[src/rtl/synchronous_down_counter.sv]
// ============================================================================
//  Module   : synchronous_down_counter
//  Purpose  : Parameterised synchronous down counter/timer with load, enable,
//             one-shot mode and a one-cycle underflow pulse.
//  Option   : SYNCHRONOUS_DOWN_COUNTER_AUTO_RELOAD_EN -- when defined, a
//             free-run underflow restores the last loaded value instead of
//             wrapping to all ones.
//  Revision : 1.0 - initial release
// ============================================================================
`default_nettype none

module synchronous_down_counter #(
    parameter int WIDTH = 4
) (
    input  logic             clk,
    input  logic             rst,
    input  logic             en,
    input  logic             load,
    input  logic [WIDTH-1:0] load_val,
    input  logic             one_shot,
    output logic [WIDTH-1:0] q,
    output logic             tc,
    output logic             uf,
    output logic             busy
);

    localparam logic [WIDTH-1:0] c_ALL_ONES = {WIDTH{1'b1}};
    localparam logic [WIDTH-1:0] c_ZERO     = {WIDTH{1'b0}};
    localparam logic [WIDTH-1:0] c_ONE      = {{(WIDTH-1){1'b0}}, 1'b1};

    typedef enum logic [0:0] {
        ST_RUN  = 1'b0,
        ST_HOLD = 1'b1
    } state_t;

    if (WIDTH < 2 || WIDTH > 16) begin : g_bad_width
        $error("synchronous_down_counter: WIDTH must be in 2..16");
    end

    state_t           r_state;
    state_t           w_state_nxt;
    logic [WIDTH-1:0] w_q_nxt;
    logic             w_uf_nxt;
    logic [WIDTH-1:0] w_wrap_val;

`ifdef SYNCHRONOUS_DOWN_COUNTER_AUTO_RELOAD_EN
    logic [WIDTH-1:0] r_reload;
    logic [WIDTH-1:0] w_reload_nxt;

    assign w_wrap_val = r_reload;

    always_ff @(posedge clk) begin
        if (rst) begin
            r_reload <= c_ALL_ONES;
        end else begin
            r_reload <= w_reload_nxt;
        end
    end

    always_comb begin
        w_reload_nxt = r_reload;
        if (load) begin
            w_reload_nxt = load_val;
        end
    end
`else
    assign w_wrap_val = c_ALL_ONES;
`endif

    // Load overrides everything except reset, including a pending underflow.
    always_comb begin
        w_state_nxt = r_state;
        w_q_nxt     = q;
        w_uf_nxt    = 1'b0;
        if (load) begin
            w_q_nxt     = load_val;
            w_state_nxt = ST_RUN;
        end else begin
            case (r_state)
                ST_RUN: begin
                    if (en) begin
                        if (q != c_ZERO) begin
                            w_q_nxt = q - c_ONE;
                        end else begin
                            w_uf_nxt = 1'b1;
                            if (one_shot) begin
                                w_state_nxt = ST_HOLD;
                            end else begin
                                w_q_nxt = w_wrap_val;
                            end
                        end
                    end
                end
                ST_HOLD: begin
                    w_q_nxt = c_ZERO;
                end
                default: begin
                    w_state_nxt = ST_RUN;
                end
            endcase
        end
    end

    always_ff @(posedge clk) begin
        if (rst) begin
            r_state <= ST_RUN;
            q       <= c_ALL_ONES;
            uf      <= 1'b0;
        end else begin
            r_state <= w_state_nxt;
            q       <= w_q_nxt;
            uf      <= w_uf_nxt;
        end
    end

    assign tc   = (q == c_ZERO);
    assign busy = (r_state == ST_RUN);

endmodule

`default_nettype wire

[config.mk]
export PLATFORM = sky130hd
export DESIGN_NAME = synchronous_down_counter
export DESIGN_NICKNAME = d
export VERILOG_FILES = /design/src/rtl/synchronous_down_counter.sv
export SDC_FILE = /design/constraint.sdc
export NUM_CORES = 1
export LEC_CHECK = 0
export BUFFER_PORTS_ARGS = -buffer_cell sky130_fd_sc_hd__buf_2
export CORE_AREA = 10 10 47 49
export CTS_BUF_LIST = sky130_fd_sc_hd__clkbuf_2 sky130_fd_sc_hd__clkbuf_4 sky130_fd_sc_hd__clkbuf_8
export DETAILED_ROUTE_END_ITERATION = 16
export DIE_AREA = 0 0 57 59
export PLACE_DENSITY = 0.48
export REMOVE_ABC_BUFFERS = 1
export SETUP_SLACK_MARGIN = 0.05
export SKIP_CTS_REPAIR_TIMING = 1
export SLEW_MARGIN = 20
export SYNTH_ARGS = -nofsm -noshare
export SYNTH_HDL_FRONTEND = slang
export SYNTH_SLANG_ARGS = --single-unit
[constraint.sdc]
create_clock -name clk -period 1.27 [get_ports clk]
set_input_delay 0.254 -clock clk [delete_from_list [all_inputs] [get_ports clk]]
set_output_delay 0.254 -clock clk [all_outputs]
set_load 0.01 [all_outputs]
==> out/summary.md <==
Kind of cell adding the most delay to the critical path: flip-flops. The run gives 0 as the number of max-slew violations in the final report. In this run switching power makes up 27.9% of total power. The tree built by TritonCTS fans out to 6 sinks.

Critical path's largest stage delay: 0.32 ns. The logs give 16 for the top-level port count and 34.0% for the sequential cell area fraction in the yosys report. sky130_fd_sc_hd__dfxtp_1 takes more of the synthesized area than any other cell. Adding up every negative setup slack in the final design gives -0.0486 ns. Setup repair after global routing could not meet its margin everywhere. In the synthesized netlist the dominant register cell turns out to be sky130_fd_sc_hd__dfxtp_1. The worst setup path is of the reg -> out kind. After the first detailed-routing iteration, the DRC count stood at 3.

The logs give 1070 um for the routed wire length and 0.251 ns for the final hold slack. The number of endpoints with negative hold slack in the final report is 0. Detailed placement ended at an HPWL of 844 um.

The root buffer cell is sky130_fd_sc_hd__clkbuf_4. Startpoint of the lowest-slack hold path: load_val[0]. The floorplan has 14 rows.

The critical path goes through inv_2, ha_4, and3_4, buf_6. In the post-synthesis netlist, the biggest area contributors are sky130_fd_sc_hd__dfxtp_1 (34%), sky130_fd_sc_hd__ha_1 (7.1%), sky130_fd_sc_hd__inv_1 (6.4%). The buffering stage count on the worst path with inverters included is 2.

Between clock sinks in the finished design, the worst skew comes to 0.00456 ns. The via count normalized by instance count is 4.83, and the met2 track demand over resource is 8.06%. The count of antenna diodes in the layout was 0; the number of antenna violations at the first check in global routing was 0.

Registers are responsible for 40.7% of the overall power. For the final instance count without filler cells, the log shows 82. The placed instances occupy a cell area of 474 um^2. Based on the critical path, the design can be clocked at up to 758 MHz. The multi-input combinational cells in the finished layout cover a total of 226 um^2. Net switching component of the power: 144 uW. After synthesis the cells add up to 353 um^2. Final period demand of the worst path: 1.32 ns. OpenSTA, run right after detailed placement, puts the worst setup slack at -0.0547 ns. Setup violation total in the final timing report: 1. The share of synthesized flip-flops with an asynchronous set or reset was 0%. In this run, placement finished with an instance count of 78. The first global-routing pass estimated 1730 um of wire. The post-synthesis instance total is 43, and the starting utilization of the core area is 25.2%. The detail route stage leaves a number of antenna-violating nets equal to 0. The share of the cycle needed by the critical path after routing was 104%. On the critical path, the stage with the largest delay is an instance of sky130_fd_sc_hd__dfxtp_2. Clock network fraction of total power: 34.9%. The growth of design area from synthesis to finish was 53.2%; the slack of the worst reg-to-reg path was 0 ns.

Global routing consumed, over all layers together, 6.57% of the routing resources. In this run the tightest slew margin relative to its limit is 82.2%. The worst hold path belongs to the class in -> reg. The clock passes through at most 2 buffers. The logs give 0 for the DRC violation count after routing and 123 um^2 for the combined flip-flop and latch cell area.

Data on the critical path arrives at its endpoint at 1.06 ns. The internal power of the cells totals 371 uW. The length of the first detailed-routing pass in iterations is 2. The proportion of netlist area held by the largest area contributor works out to 34.0%. The later pin in the worst-skew pair is clocked with a latency of 0.24 ns.

Global routing used 7.98% of the available met1 tracks. The floorplan step defined a core boundary enclosing 1400 um^2. The run gives 1 as the maximum level of the CTS H-tree. The finished cells cover 541 um^2. The layer with the highest usage was met2. Worst setup path startpoint: q[1]$_SDFFE_PP1P_. The number of enable flip-flop cells after synthesis was 0. The register bit count reported by yosys was 6; the wire length per cell after detailed routing was 13.1 um.

Fill cells in the final layout number 166. The run gives 3 as the CTS buffer count. The detailed-route via count came out at 396. The count of different cell masters after synthesis was 22.

Summed over all cells, the static leakage comes to 0.260 nW. STA classifies the critical path startpoint as a flop. For the worst flop-to-flop path, the logic depth is 5. The final reports fail on setup timing.

Across the VDD grid, the largest voltage drop is 333 uV. Across the run, the number of max-cap violations was 0. During placement, the flow inserted port buffers numbering 15. The worst hold path terminates at q[0]$_SDFFE_PP1P_.

In this run, the combinational gates consume 24.5% of the power. TritonCTS built the clock tree. The destination of the worst register-to-register timing path was q[1]$_SDFFE_PP1P_. In this run the worst path has a maximum fanout of 4. Clock-pin slew was measured on the worst setup and hold paths at 0.04 ns. The tools report the net count of the finished layout as 79. For the number of synthesis warnings, the log shows 0. Global routing consumed, on the met3 layer, 5.15% of the routing resources. Dividing the synthesized area by the synthesized cell count gives 8.21 um^2. STA classifies the critical path endpoint as an output port. The total overflow reported by the global router is 0, and the power density over the cells is 952 nW/um^2. STA puts the critical path data required time at 1.02 ns. The die covers 3360 um^2. The die is 59 um tall.

The startpoint of the lowest-slack register-to-register path was q[0]$_SDFFE_PP1P_. The flow ran to the end, but the final reports show violations. The post-route netlist has 48.5% of its cells at a drive strength greater than 1. The maximum number of pins on one net before global-route repair is 8.

The last weighted congestion value of the routability-driven placer came out at 0.807. The run gives 402 as the number of global-route vias before repair. At the pin with the least slew margin, the transition time is 0.265 ns.

The run gives -0.0486 ns as the worst setup slack after layout. The die boundary width works out to 57 um. In the synthesized netlist, the cells that appear most often are sky130_fd_sc_hd__dfxtp_1 (6), sky130_fd_sc_hd__inv_1 (6), sky130_fd_sc_hd__nand2_1 (5), sky130_fd_sc_hd__a21oi_1 (4), sky130_fd_sc_hd__nor3_1 (3). Counting instances, the worst hold path has a depth of 3.
-- worst max path at each step --
| stage | end | cells past startpoint |
|---|---|---|
| 5_1_grt | tc | 4 |
| 3_3_place_gp | q[2]$_SDFFE_PP1P_ | 5 |
| 6_report | tc | 4 |
| 3_5_place_dp | q[2]$_SDFFE_PP1P_ | 5 |
| 2_1_floorplan | q[2]$_SDFFE_PP1P_ | 5 |
| 4_1_cts | tc | 4 |
-- layout make-up --
type / instances / area share [%]
Inverter: 6 / 4.17
Multi-Input combinational cell: 30 / 41.9
Tap cell: 16 / 3.70
Sequential cell: 6 / 22.7
Clock buffer: 3 / 4.17
Timing Repair Buffer: 21 / 23.4
-- metal layers --
layer	vias up	share of wire, %
li1	202	-
met1	182	48
met2	12	43
met3	0	8.1
met4	0	0
met5	-	0
-- flip-flops by register name, indices dropped and copies added (netlist names) --
register	cells
q	4
r_state	1
uf	1
-- power groups by stage --
stage,Sequential [mW],Clock [mW],Combinational [mW]
6_report,0.209,0.179,0.126
3_5_place_dp,0.211,0,0.113
3_3_place_gp,0.211,0,0.115
5_1_grt,0.211,0.208,0.141
4_1_cts,0.207,0.184,0.113
2_1_floorplan,0.220,0,0.0459
-- worst min-delay path, stage by stage --
cell and delay (ns):
sky130_fd_sc_hd__buf_2 0.07, sky130_fd_sc_hd__a21oi_1 0.05, sky130_fd_sc_hd__o21ai_1 0.07
-- cell families after synthesis --
group           after synthesis  share of synthesized area (%)
fa+ha+maj                     2                           7.09
simple gates                 13                           19.9
flops                         6                           34.0
buf+inv                       7                           9.57
compound gates               14                           27.0
xor+xnor                      1                           2.48
-- cells in the final DEF (no fill, tap or decap) --
master,count
sky130_fd_sc_hd__nor4_1,1
sky130_fd_sc_hd__a21oi_1,4
sky130_fd_sc_hd__and2_4,1
sky130_fd_sc_hd__dfxtp_1,4
sky130_fd_sc_hd__buf_2,14
sky130_fd_sc_hd__nor3_1,3
sky130_fd_sc_hd__xnor2_2,1
sky130_fd_sc_hd__and3_4,1
sky130_fd_sc_hd__nand2_1,5
sky130_fd_sc_hd__clkbuf_4,3
sky130_fd_sc_hd__a21o_1,1
sky130_fd_sc_hd__o31ai_1,1
sky130_fd_sc_hd__a211oi_1,1
sky130_fd_sc_hd__ha_4,1
sky130_fd_sc_hd__nand4bb_1,1
sky130_fd_sc_hd__o21bai_1,1
sky130_fd_sc_hd__ha_1,1
sky130_fd_sc_hd__buf_6,1
sky130_fd_sc_hd__inv_1,4
sky130_fd_sc_hd__or2_1,1
sky130_fd_sc_hd__buf_4,6
sky130_fd_sc_hd__o31a_1,1
sky130_fd_sc_hd__o21ai_1,1
sky130_fd_sc_hd__a31oi_1,2
sky130_fd_sc_hd__inv_2,2
sky130_fd_sc_hd__a211o_1,1
sky130_fd_sc_hd__dfxtp_2,2
sky130_fd_sc_hd__o32a_1,1
-- per-stage QoR --
stage / power (mW) / util (%)
2_1_floorplan: 0.266 / -
3_3_place_gp: 0.326 / 33.8
3_5_place_dp: 0.324 / 33.8
4_1_cts: 0.504 / 35.4
5_1_grt: 0.559 / 38.6
6_report: 0.515 / 38.6
Power figures use the tool's default switching activity.
